**config.mk**
```make
export PLATFORM = sky130hd
export DESIGN_NAME = nco_wavegen_flat
export DESIGN_NICKNAME = d
export VERILOG_FILES = /design/src/rtl/nco_wavegen_if.sv /design/src/rtl/nco_wavegen.sv /design/src/flat_wrapper.sv
export SDC_FILE = /design/constraint.sdc
export NUM_CORES = 1
export LEC_CHECK = 0
export ABC_AREA = 1
export CORE_MARGIN = 5
export CORE_UTILIZATION = 40
export DETAILED_ROUTE_END_ITERATION = 10
export DONT_BUFFER_PORTS = 1
export GPL_TIMING_DRIVEN = 1
export PLACE_DENSITY = 0.55
export SETUP_SLACK_MARGIN = 0.15
export SLEW_MARGIN = 20
export SYNTH_ARGS = -nofsm -noshare
export SYNTH_HDL_FRONTEND = slang
export SYNTH_SLANG_ARGS = --single-unit
```
**constraint.sdc**
```tcl
create_clock -name clock -period 9.6 [get_ports clock]
set_input_delay 1.92 -clock clock [delete_from_list [all_inputs] [get_ports clock]]
set_output_delay 1.92 -clock clock [all_outputs]
set_load 0.02 [all_outputs]
```
**src/rtl/nco_wavegen_if.sv**
```systemverilog
// Bus bundle for nco_wavegen: control inputs and waveform outputs in one interface.
// master = the block driving frequency/phase/mode controls, slave = the oscillator.
// Ports: en, freq_in, freq_load, phase_off, mode, sync_clr -> oscillator;
//        sine_out, cosine_out, wave_out, out_valid, wrap <- oscillator.
interface nco_wavegen_if #(
  parameter int ACC_W = 24,
  parameter int OUT_W = 10
);
  logic                    en;
  logic [ACC_W-1:0]        freq_in;
  logic                    freq_load;
  logic [ACC_W-1:0]        phase_off;
  logic [1:0]              mode;
  logic                    sync_clr;
  logic signed [OUT_W-1:0] sine_out;
  logic signed [OUT_W-1:0] cosine_out;
  logic signed [OUT_W-1:0] wave_out;
  logic                    out_valid;
  logic                    wrap;

  modport master (
    output en, freq_in, freq_load, phase_off, mode, sync_clr,
    input  sine_out, cosine_out, wave_out, out_valid, wrap
  );

  modport slave (
    input  en, freq_in, freq_load, phase_off, mode, sync_clr,
    output sine_out, cosine_out, wave_out, out_valid, wrap
  );
endinterface

```
**src/rtl/nco_wavegen.sv**
```systemverilog
// Purpose: phase-accumulator NCO, quarter-wave LUT, quadrature sine/cosine plus selectable wave.
// Latency: accumulator step at edge N appears on outputs after edge N+3 (valid/wrap aligned).
// Backpressure: none; the pipeline free-runs every cycle, en only gates accumulator advance.
// Ports: clock, reset (async, active-high); bus (nco_wavegen_if.slave) carries en, freq_in,
//        freq_load, phase_off, mode, sync_clr in and sine_out, cosine_out, wave_out,
//        out_valid, wrap out.
// Option: define NCO_DITHER_EN to add LFSR phase dither at the phase-offset adder.
module nco_wavegen #(
  parameter int ACC_W  = 24,
  parameter int LUT_AW = 8,
  parameter int OUT_W  = 10
) (
  input  logic         clock,
  input  logic         reset,
  nco_wavegen_if.slave bus
);

  localparam int AMP_I = 2**(OUT_W-1) - 1;
  localparam logic signed [OUT_W-1:0] AMP = OUT_W'(AMP_I);
  localparam int LUT_N = 2**LUT_AW;

  localparam logic [1:0] MODE_SINE   = 2'd0;
  localparam logic [1:0] MODE_SQUARE = 2'd1;
  localparam logic [1:0] MODE_TRI    = 2'd2;
  localparam logic [1:0] MODE_SAW    = 2'd3;

  // Quarter-wave ROM, sampled at half-step offsets so the table never hits 0 or
  // full scale exactly and the mirrored quadrants stay symmetric.
  logic [OUT_W-2:0] lut_tbl [LUT_N];
  for (genvar k = 0; k < LUT_N; k++) begin : g_lut
    localparam real ANG = 1.5707963267948966 * (real'(k) + 0.5) / real'(LUT_N);
    localparam int  VAL = $rtoi(real'(AMP_I) * $sin(ANG) + 0.5);
    assign lut_tbl[k] = VAL[OUT_W-2:0];
  end

  // ---------------- stage 0: accumulator ----------------
  logic [ACC_W-1:0] acc;
  logic [ACC_W-1:0] freq_reg;
  logic [ACC_W:0]   acc_sum;
  logic             vld0;
  logic             wrap0;

  assign acc_sum = {1'b0, acc} + {1'b0, freq_reg};

  always_ff @(posedge clock or posedge reset) begin
    if (reset) begin
      acc      <= '0;
      freq_reg <= '0;
      vld0     <= 1'b0;
      wrap0    <= 1'b0;
    end else begin
      if (bus.freq_load) freq_reg <= bus.freq_in;
      if (bus.sync_clr)  acc <= '0;
      else if (bus.en)   acc <= acc_sum[ACC_W-1:0];
      vld0  <= bus.en;
      // a clear restarts the phase, so it never reports an overflow
      wrap0 <= bus.en & ~bus.sync_clr & acc_sum[ACC_W];
    end
  end

  // ---------------- stage 1: phase offset, field split ----------------
  logic [ACC_W-1:0] dither;

`ifdef NCO_DITHER_EN
  localparam int DW = ((ACC_W - LUT_AW - 2) < 16) ? (ACC_W - LUT_AW - 2) : 16;
  logic [15:0] lfsr;

  // x^16 + x^14 + x^13 + x^11 + 1, shifting every cycle
  always_ff @(posedge clock or posedge reset) begin
    if (reset) lfsr <= 16'hACE1;
    else       lfsr <= {lfsr[14:0], lfsr[15] ^ lfsr[13] ^ lfsr[12] ^ lfsr[10]};
  end

  assign dither = ACC_W'(lfsr[DW-1:0]);
`else
  assign dither = '0;
`endif

  logic [ACC_W-1:0] p;
  assign p = acc + bus.phase_off + dither;

  // phase bits below the LUT index / wave fields only matter through the carry chain
  logic unused_p;
  assign unused_p = ^p;

  logic [1:0]        q1;
  logic [LUT_AW-1:0] i1;
  logic [OUT_W:0]    u1;
  logic [1:0]        mode1;
  logic              vld1;
  logic              wrap1;

  always_ff @(posedge clock or posedge reset) begin
    if (reset) begin
      q1    <= '0;
      i1    <= '0;
      u1    <= '0;
      mode1 <= '0;
      vld1  <= 1'b0;
      wrap1 <= 1'b0;
    end else begin
      q1    <= p[ACC_W-1 -: 2];
      i1    <= p[ACC_W-3 -: LUT_AW];
      u1    <= p[ACC_W-1 -: OUT_W+1];
      mode1 <= bus.mode;
      vld1  <= vld0;
      wrap1 <= wrap0;
    end
  end

  // ---------------- stage 2: LUT read ----------------
  // odd quadrants walk the quarter table backwards; cosine is sine one quadrant ahead
  logic [1:0]        cq;
  logic [LUT_AW-1:0] sin_addr;
  logic [LUT_AW-1:0] cos_addr;

  assign cq       = q1 + 2'd1;
  assign sin_addr = q1[0] ? ~i1 : i1;
  assign cos_addr = cq[0] ? ~i1 : i1;

  logic [OUT_W-2:0] sin_m2;
  logic [OUT_W-2:0] cos_m2;
  logic             sneg2;
  logic             cneg2;
  logic [OUT_W:0]   u2;
  logic [1:0]       mode2;
  logic             vld2;
  logic             wrap2;

  always_ff @(posedge clock or posedge reset) begin
    if (reset) begin
      sin_m2 <= '0;
      cos_m2 <= '0;
      sneg2  <= 1'b0;
      cneg2  <= 1'b0;
      u2     <= '0;
      mode2  <= '0;
      vld2   <= 1'b0;
      wrap2  <= 1'b0;
    end else begin
      sin_m2 <= lut_tbl[sin_addr];
      cos_m2 <= lut_tbl[cos_addr];
      sneg2  <= q1[1];
      cneg2  <= cq[1];
      u2     <= u1;
      mode2  <= mode1;
      vld2   <= vld1;
      wrap2  <= wrap1;
    end
  end

  // ---------------- stage 3: sign, wave select ----------------
  logic signed [OUT_W-1:0] sin_mag;
  logic signed [OUT_W-1:0] cos_mag;
  logic signed [OUT_W-1:0] sin_v;
  logic signed [OUT_W-1:0] cos_v;
  logic        [OUT_W-1:0] tri_t;
  logic signed [OUT_W-1:0] wave_v;

  always_comb begin
    sin_mag = {1'b0, sin_m2};
    cos_mag = {1'b0, cos_m2};
    sin_v   = sneg2 ? -sin_mag : sin_mag;
    cos_v   = cneg2 ? -cos_mag : cos_mag;
    // fold the upper half of the phase back down, then offset-binary -> two's complement
    tri_t   = u2[OUT_W] ? ~u2[OUT_W-1:0] : u2[OUT_W-1:0];
    wave_v  = sin_v;
    case (mode2)
      MODE_SINE:   wave_v = sin_v;
      MODE_SQUARE: wave_v = u2[OUT_W] ? -AMP : AMP;
      MODE_TRI:    wave_v = {~tri_t[OUT_W-1], tri_t[OUT_W-2:0]};
      MODE_SAW:    wave_v = {~u2[OUT_W], u2[OUT_W-1:1]};
      default:     wave_v = sin_v;
    endcase
  end

  logic signed [OUT_W-1:0] sine_r;
  logic signed [OUT_W-1:0] cos_r;
  logic signed [OUT_W-1:0] wave_r;
  logic                    vld3;
  logic                    wrap3;

  always_ff @(posedge clock or posedge reset) begin
    if (reset) begin
      sine_r <= '0;
      cos_r  <= '0;
      wave_r <= '0;
      vld3   <= 1'b0;
      wrap3  <= 1'b0;
    end else begin
      sine_r <= sin_v;
      cos_r  <= cos_v;
      wave_r <= wave_v;
      vld3   <= vld2;
      wrap3  <= wrap2;
    end
  end

  assign bus.sine_out   = sine_r;
  assign bus.cosine_out = cos_r;
  assign bus.wave_out   = wave_r;
  assign bus.out_valid  = vld3;
  assign bus.wrap       = wrap3;

endmodule

```
**src/flat_wrapper.sv**
```systemverilog
// flat-port wrapper written by rule: the top's interface ports become plain ports
module nco_wavegen_flat 
#(
  parameter int ACC_W  = 24,
  parameter int LUT_AW = 8,
  parameter int OUT_W  = 10
)
  (clock, reset, bus_en, bus_freq_in, bus_freq_load, bus_phase_off, bus_mode, bus_sync_clr, bus_sine_out, bus_cosine_out, bus_wave_out, bus_out_valid, bus_wrap);
  nco_wavegen_if #(.ACC_W(ACC_W), .OUT_W(OUT_W)) bus_i ();
  input  logic clock;
  input  logic reset;
  input wire logic [$bits(bus_i.en)-1:0] bus_en;
  input wire logic [$bits(bus_i.freq_in)-1:0] bus_freq_in;
  input wire logic [$bits(bus_i.freq_load)-1:0] bus_freq_load;
  input wire logic [$bits(bus_i.phase_off)-1:0] bus_phase_off;
  input wire logic [$bits(bus_i.mode)-1:0] bus_mode;
  input wire logic [$bits(bus_i.sync_clr)-1:0] bus_sync_clr;
  output wire logic [$bits(bus_i.sine_out)-1:0] bus_sine_out;
  output wire logic [$bits(bus_i.cosine_out)-1:0] bus_cosine_out;
  output wire logic [$bits(bus_i.wave_out)-1:0] bus_wave_out;
  output wire logic [$bits(bus_i.out_valid)-1:0] bus_out_valid;
  output wire logic [$bits(bus_i.wrap)-1:0] bus_wrap;
  assign bus_i.en = bus_en;
  assign bus_i.freq_in = bus_freq_in;
  assign bus_i.freq_load = bus_freq_load;
  assign bus_i.phase_off = bus_phase_off;
  assign bus_i.mode = bus_mode;
  assign bus_i.sync_clr = bus_sync_clr;
  assign bus_sine_out = bus_i.sine_out;
  assign bus_cosine_out = bus_i.cosine_out;
  assign bus_wave_out = bus_i.wave_out;
  assign bus_out_valid = bus_i.out_valid;
  assign bus_wrap = bus_i.wrap;
  nco_wavegen #(.ACC_W(ACC_W), .LUT_AW(LUT_AW), .OUT_W(OUT_W)) u_core (.clock(clock), .reset(reset), .bus(bus_i));
endmodule
```
==> flow_summary.ini <==
[outcome]
status = completed

[sta]
hold_viol = 0
rsz0062_at_grt = no
max_freq_mhz = 284.6
relSlewSlack_pct = 21.69
tns_ps = 0
final.period_utilization_pct = 36.61
skew_ps = 12.86
slew_viol_final = 0
min_period_ps = 3514
finalSetupViolations = 0
tightest_slew_ps = 1173

[setup_path]
worstPathCellList = inv_4 > nand2_1 > nand2_2 > nor2_1 > buf_4 > nand3_1 > nand2_1 > inv_1 > nand2_1 > nand2_1 > nand2_1 > nand2_1 > a21oi_1
crit_family = simple AND/OR/NAND/NOR gates
cpMaxStageDelayCell = dfrtp_1
cp.required_ps = 9960
cp-end-kind = flop
cp.buffers_inverters = 3
worstPathArrival_ps = 3870
crit_path_start_kind = flop
slowest_delay_ps = 930
critPathMostFrequentCell = nand2_1
path_max_fanout = 40
crit_type = flop to flop

[floorplanning]
start_util_pct = 40.81
dieHeight_um = 176.3
num_rows = 60
die_area_um2 = 31080
io_pins = 87
core-area_um2 = 27100
die_x_um = 176.3

[cells_and_area]
area_growth_pct = 7.805
final_common_cell = nand2_1
nets = 1770
num_antenna_cells = 0
final_util_pct = 44.00
drive_gt1_share_pct = 6.039
instances_no_fill = 2028
nFillCells = 2859
multi_input_area_um2 = 6988
seq_area_um2 = 3278
final_cell_mix = 589 x nand2_1, 154 x nand3_1, 146 x nor2_1

[grt]
grt_max_degree = 88
met1_usage_pct = 34.83
antenna_found_initial = 3
grt.busiest_layer = met2
track_usage_pct = 23.89
grt_util_met3_pct = 4.604
grt-ovfl-total = 0
met2_usage_pct = 36.38
grt_pass1_vias = 10590
grt_pass1_wl_um = 59030

[clocking]
path_clk_slew_ps = 70
cts_tree = built
root_buffer = clkbuf_16
cts_buffers = 17
holdBufCountCts = 0
insertion_delay_ps = 430
cts_setup_buffers = 0
cts_sinks = 131
ctsResizeCount = 0
h-tree-depth = 4
clockBufferDepth = 2

[synth]
yosys_most_used_dff = dfrtp_1
synth_edf_count = 0
yosysSeqAreaShare_pct = 29.64
synth_nets = 1793
ys_types = 53
netlist_instances = 1667
ys_async_sr_fraction_pct = 100.0
syn_area_um2 = 11060
ys_ff_latch = 131
syn_area_per_cell_um2 = 6.635
yosysWarnings = 0

[routing]
drt_iter0_drc = 1103
dr_total_vias = 11220
ant_nets = 0
wl_um = 37120
drc = 0
drt-pass1-iter-count = 7
viasPerCell = 5.534
wl_per_cell_um = 18.30

[hold_path]
min_path_type = flop to flop

[pwr]
p_per_area_nw_per_um2 = 406.6
peakVddDrop_uv = 183.9
p_total_mw = 4.848
cellLeakagePower_nw = 6.081

[job]
maxCapViolCount = 0

[place]
placed_cells = 1997
dp_hpwl_um = 27380
gp_congestion = 0.9709
port_buffers = 0
## stage by stage
stage | hold WS, ps | cell area (um2) | setup WS, ps
2_1_floorplan | 331.2 | 11060 | 4182
3_3_place_gp | 333.7 | 11310 | 6164
3_5_place_dp | 334.7 | 11310 | 6129
4_1_cts | 347.2 | 11920 | 6168
5_1_grt | 352.2 | 11920 | 5737
6_report | 344.4 | 11920 | 6086
## synth_stat cells, types with 10 or more instances
library cell | n | share of area, %
buf_2 | 23 | 1.0
inv_1 | 119 | 4.0
nor3_1 | 19 | 0.86
nand3_1 | 154 | 7.0
nand2_1 | 590 | 20
buf_4 | 11 | 0.75
clkbuf_1 | 14 | 0.48
nand4_1 | 19 | 1.1
ha_1 | 70 | 7.9
a21oi_1 | 116 | 5.2
o21ai_0 | 68 | 3.1
xor2_1 | 26 | 2.1
o21ai_1 | 21 | 0.95
dfrtp_1 | 131 | 30
mux2_2 | 24 | 2.4
a31oi_1 | 10 | 0.57
nor2_1 | 146 | 5.0
## final timing paths
path / start / endpoint / slack (ps) / depth (start not counted)
max: u_core.q1[0]$_DFF_PP0_ / u_core.cos_m2[0]$_DFF_PP0_ / 6090 / 13
min: u_core.vld1$_DFF_PP0_ / u_core.vld2$_DFF_PP0_ / 340 / 0
max reg2reg: u_core.q1[0]$_DFF_PP0_ / u_core.cos_m2[0]$_DFF_PP0_ / 6090 / 13
min reg2reg: u_core.vld1$_DFF_PP0_ / u_core.vld2$_DFF_PP0_ / 340 / 0
max in group asynchronous: reset / u_core.acc[20]$_DFFE_PP0P_ / 7020 / 2
min in group asynchronous: reset / u_core.acc[0]$_DFFE_PP0P_ / 1490 / 1
## routing by layer
| layer | part of all wire (%) | vias up |
|---|---|---|
| met5 | 0.092 | - |
| met1 | 46 | 5150 |
| met2 | 43 | 513 |
| met4 | 2.3 | 4 |
| met3 | 8.9 | 76 |
| li1 | - | 5480 |
## cells by family (layout without fill, tap and decap cells)
logic type | count (synthesis) | count (layout) | share of synthesized area [%]
AND/OR/NAND/NOR | 952 | 952 | 35.53
buffers and inverters | 181 | 170 | 7.206
multiplexers | 24 | 24 | 2.443
AO/OA/AOI/OAI | 271 | 271 | 13.78
adder cells (fa/ha/maj) | 71 | 71 | 8.100
XOR/XNOR | 37 | 37 | 3.303
flip-flops | 131 | 131 | 29.64
## area by class of cell
class                           count  share of cell area, %
Clock inverter                     14                  1.584
Clock buffer                       17                  3.568
Tap cell                          372                  3.903
Sequential cell                   131                  27.49
Timing Repair Buffer               13                 0.8185
Inverter                          126                  4.029
Multi-Input combinational cell   1355                  58.60
## power by group
group	switching, mW	internal (mW)	total, mW
clock network	0.289	0.416	0.705
logic	2.24	0.927	3.16
registers	0.243	0.737	0.979
(Power assumes the default switching activity.)
